<file path="config.mk">
export PLATFORM = sky130hd
export DESIGN_NAME = coin_acceptor
export DESIGN_NICKNAME = d
export VERILOG_FILES = /design/src/rtl/vm_pkg.sv /design/src/rtl/sync_2ff.sv /design/src/rtl/coin_acceptor.sv
export SDC_FILE = /design/constraint.sdc
export NUM_CORES = 1
export LEC_CHECK = 0
export CAP_MARGIN = 20
export CORE_MARGIN = 2
export CORE_UTILIZATION = 50
export DETAILED_ROUTE_END_ITERATION = 16
export DONT_BUFFER_PORTS = 1
export PLACE_DENSITY_LB_ADDON = 0.1
export SKIP_LAST_GASP = 1
export SLEW_MARGIN = 10
export SYNTH_ARGS = -nofsm -noshare
export SYNTH_HDL_FRONTEND = slang
export SYNTH_SLANG_ARGS = --single-unit
</file>
<file path="constraint.sdc">
create_clock -name clk -period 3.6 [get_ports clk]
set_input_delay 0.36 -clock clk [delete_from_list [all_inputs] [get_ports clk]]
set_output_delay 0.36 -clock clk [all_outputs]
set_load 0.005 [all_outputs]
</file>
<file path="src/rtl/vm_pkg.sv">
// Shared definitions for the coin acceptor and vending machine.
// Holds the coin codes on the acceptor-to-machine link and the acceptor state encoding.
package vm_pkg;

    localparam logic [1:0] COIN_NONE = 2'b00;
    localparam logic [1:0] COIN_ONE  = 2'b01;
    localparam logic [1:0] COIN_TWO  = 2'b10;

    localparam logic [1:0] ST_IDLE    = 2'd0;
    localparam logic [1:0] ST_MEASURE = 2'd1;
    localparam logic [1:0] ST_HOLDOFF = 2'd2;
    localparam logic [1:0] ST_JAM     = 2'd3;

endpackage

</file>
<file path="src/rtl/sync_2ff.sv">
// Two-flop synchroniser for an asynchronous slot sensor line.
// Ports: clk, rst (sync, active-high), d (async in), q (synchronised out).
module sync_2ff (
    input  logic clk,
    input  logic rst,
    input  logic d,
    output logic q
);

    logic meta;

    always_ff @(posedge clk) begin
        if (rst) begin
            meta <= 1'b0;
            q    <= 1'b0;
        end else begin
            meta <= d;
            q    <= meta;
        end
    end

endmodule

</file>
<file path="src/rtl/coin_acceptor.sv">
// Coin acceptor: measures sensor pulse width and emits a one-cycle coin code or reject.
// Ports: clk, rst (sync, active-high), coin_sense (async), accept_en, coin[1:0], reject, jam, busy.
module coin_acceptor
    import vm_pkg::*;
#(
    parameter int CNT_W     = 8,
    parameter int ONE_MIN   = 4,
    parameter int ONE_MAX   = 7,
    parameter int TWO_MIN   = 10,
    parameter int TWO_MAX   = 14,
    parameter int JAM_LIMIT = 200,
    parameter int HOLDOFF   = 8
) (
    input  logic       clk,
    input  logic       rst,
    input  logic       coin_sense,
    input  logic       accept_en,
    output logic [1:0] coin,
    output logic       reject,
    output logic       jam,
    output logic       busy
);

    localparam logic [CNT_W-1:0] CNT_MAX   = '1;
    localparam logic [CNT_W-1:0] ONE_LO    = CNT_W'(ONE_MIN);
    localparam logic [CNT_W-1:0] ONE_HI    = CNT_W'(ONE_MAX);
    localparam logic [CNT_W-1:0] TWO_LO    = CNT_W'(TWO_MIN);
    localparam logic [CNT_W-1:0] TWO_HI    = CNT_W'(TWO_MAX);
    localparam logic [CNT_W-1:0] JAM_AT    = CNT_W'(JAM_LIMIT);
    localparam logic [CNT_W-1:0] HOLD_LAST = CNT_W'(HOLDOFF - 1);

    logic             sense_s;
    logic [1:0]       state;
    logic [CNT_W-1:0] cnt;
    logic [CNT_W-1:0] cnt_inc;
    logic             in_one;
    logic             in_two;

    sync_2ff u_sync (
        .clk (clk),
        .rst (rst),
        .d   (coin_sense),
        .q   (sense_s)
    );

    // cnt doubles as pulse length in MEASURE/JAM and dead-time count in HOLDOFF
    assign cnt_inc = (cnt == CNT_MAX) ? cnt : cnt + 1'b1;
    assign in_one  = (cnt >= ONE_LO) && (cnt <= ONE_HI);
    assign in_two  = (cnt >= TWO_LO) && (cnt <= TWO_HI);

    always_ff @(posedge clk) begin
        if (rst) begin
            state  <= ST_IDLE;
            cnt    <= '0;
            coin   <= COIN_NONE;
            reject <= 1'b0;
        end else begin
            coin   <= COIN_NONE;
            reject <= 1'b0;
            unique case (state)
                ST_IDLE: begin
                    if (sense_s) begin
                        state <= ST_MEASURE;
                        cnt   <= CNT_W'(1);
                    end
                end
                ST_MEASURE: begin
                    if (sense_s) begin
                        cnt <= cnt_inc;
                        if (cnt_inc == JAM_AT) state <= ST_JAM;
                    end else begin
                        // falling edge seen: cnt holds the full length
                        state <= ST_HOLDOFF;
                        cnt   <= '0;
                        if (accept_en && in_one)
                            coin <= COIN_ONE;
                        else if (accept_en && in_two)
                            coin <= COIN_TWO;
                        else
                            reject <= 1'b1;
                    end
                end
                ST_HOLDOFF: begin
                    if (cnt == HOLD_LAST) begin
                        state <= ST_IDLE;
                        cnt   <= '0;
                    end else begin
                        cnt <= cnt_inc;
                    end
                end
                ST_JAM: begin
                    if (!sense_s) begin
                        state  <= ST_HOLDOFF;
                        cnt    <= '0;
                        reject <= 1'b1;
                    end else begin
                        cnt <= cnt_inc;
                    end
                end
                default: begin
                    state <= ST_IDLE;
                    cnt   <= '0;
                end
            endcase
        end
    end

    assign jam  = (state == ST_JAM);
    assign busy = (state != ST_IDLE);

endmodule

</file>
==> run summary <==
status - completed
uppermost layer routed - met4
layout cell share with drive strength beyond 1 - 6.60%
Final Cycle Share - 57.3%
post-route ant nets - 0
initial antenna violation count - 0
Hold WC Path Type - in -> reg
Die Area - 2100 um^2
drt pass-1 iters - 4
Async SR Flop Fraction - 0%
GRT overflow - 0
Inserted Diodes - 0
CP startpoint kind - register
fin area - 880 um^2
post-synthesis sequential area ratio - 34.4%
fin util - 52.1%
largest family of logic cells by synthesized area - simple AND/OR/NAND/NOR gates
Post-Route WL - 1.73 mm
post-CTS resize count - 0
cell family with most CP delay - simple AND/OR/NAND/NOR gates
wire length on met1 - 839 um
Setup TNS Final - 0 ns
Root Driver - clkbuf_4
placed cell count - 119
cts bufs inserted - 3
Comb pwr share - 6.0%
peak supply drop - 221 uV
via count - 764
WHS - 0.134 ns
die height - 45.8 um
RD Place Congestion - 0.849
Initial Utilization - 51.7%
post-synthesis simple-gate area fraction - 33.4%
Hold Vio Cnt, Final - 0
setup repair after global routing missed its margin - no
Final Power - 0.288 mW
Period minus WS final - 2.06 ns
NetSw - 0.0696 mW
CP max FO - 16
clock power share - 34.3%
Max Clk Rate - 0.485 GHz
Worst path max stage delay - 0.55 ns
CTS H-tree depth - 1
DRT iter0 DRCs - 18
worst-path cell chain - or4_4 -> or3_1 -> a22o_2 -> a41oi_1 -> nor3_1
post-synthesis register bit count - 15
worst path bufs/invs - 0
Skew-Pair Late Insertion Delay - 0.28 ns
DR WL met3 - 66 um
metal2 WL - 777 um
post-synthesis adder-cell area fraction - 2.87%
IO buf count - 0
share of the synthesized area in the top cell type - 34.4%
Seq pwr share - 59.7%
WP data required - 3.78 ns
slew margin rel. - 66.1%
Tot GR Track Use - 18.7%
power density cells - 328 nW/um^2
sw frac - 24.1%
Distinct cells, synth - 35
Detail Placement HPWL - 1.20 mm
layout overhead on the synthesized area - 0.716%
Crit. End Element - register
maxcap violations - 0
Internal - 0.219 mW
CTS Hold Bufs - 0
CP Class - reg -> reg
CTS sink count - 15
CP max stage cell - or4_4
largest net degree at the start of global routing - 17
Ys Warns - 0
Area after DPL - 853 um^2
Post-Syn Instances - 109
first-pass GRT wire length - 2.79 mm
largest cells by area after synthesis - dfxtp_1, a21oi_1, nand3_1, nor3_1, and3_1
Worst Tran Pin Value - 0.507 ns
Setup Skew - 0.000313 ns
post-CTS setup buffer count - 0
pre-CTS setup slack - 1.57 ns
Remaining DRCs - 0
mux cell area share after synthesis - 1.15%
leakage - 0.320 nW
Post-Syn Area per Cell - 8.01 um^2
commonest cells in the netlist - dfxtp_1, a21oi_1, nand3_1
IO Count - 9
Core ar. - 1690 um^2
syn_nets - 115
largest area contributor in the netlist - dfxtp_1
CTS tree - done
drt via density - 6.21
top-count cell post-synth - dfxtp_1
cell area after synthesis - 873 um^2
final setup margin - 1.54 ns
Data arrival, critical path - 2.24 ns
Synth Area in XOR/XNOR - 0%
clock buffer depth - 2
DR WL/cell - 14.0 um
ys flop type - dfxtp_1
number of global-route vias before repair - 617
Synth Area in Compound Gates - 22.2%
Layout Cells excl Fill - 123
Slew Limit Fails - 0
Nets - 113
final setup vio count - 0
num rows - 15
Clock transition at path regs - 0.09 ns
Die Span X - 45.8 um
Post-synth EDFFs - 0
power by group through the flow:
| stage | combinational [mW] | clock [mW] | sequential (mW) |
|---|---|---|---|
| floorplan | 0.0163 | 0 | 0.175 |
| detailed placement | 0.0170 | 0 | 0.176 |
| CTS | 0.0171 | 0.101 | 0.172 |
| global route | 0.0194 | 0.104 | 0.173 |
| global placement | 0.0168 | 0 | 0.176 |
| finish | 0.0172 | 0.0990 | 0.172 |
kinds of logic after synthesis:
family,count (synthesis)
adder cells (fa/ha/maj),2
flip-flops,15
AO/OA/AOI/OAI,30
AND/OR/NAND/NOR,51
multiplexers,1
buffers and inverters,10
worst paths after layout:
| kind | start | to | slack, ns | cells after the start |
|---|---|---|---|---|
| worst max register to register | cnt[7] | cnt[7] | 1.54 | 5 |
| worst min-delay path | rst | cnt[0] | 0.13 | 1 |
| worst min register to register | u_sync.meta | u_sync.q | 0.46 | 1 |
| worst max-delay path | cnt[7] | cnt[7] | 1.54 | 5 |
sequential cells by signal, indices dropped and copies added, names as in the netlist:
register     cells
state            2
u_sync.q         1
u_sync.meta      1
reject           1
cnt              8
coin             2
final cells by class:
class	instances	area, um^2
tap	17	21.3
sequential	15	300
multi-input combinational	84	520
inverter	3	11.3
clock buffer	4	26.3
fill	174	810
cells in the final DEF (no fill, tap or decap), types with 2 or more instances in the layout:
cell type,count
clkbuf_4,3
nand3b_1,2
o21ai_0,2
dfxtp_1,15
nand3_1,10
nor3_1,8
inv_1,3
o211a_1,2
nand2_1,7
nor2b_1,3
nand2b_1,4
a21oi_1,14
nor3b_1,3
and2_1,2
ha_1,2
a31oi_1,2
and3_1,6
metal layers:
metal / vias to the layer above / global-route usage (%)
met5: - / 0
met4: 0 / 8.57
met3: 4 / 3.57
met2: 19 / 27.3
met1: 349 / 26.3
li1: 392 / -
(Power assumes the default switching activity.)
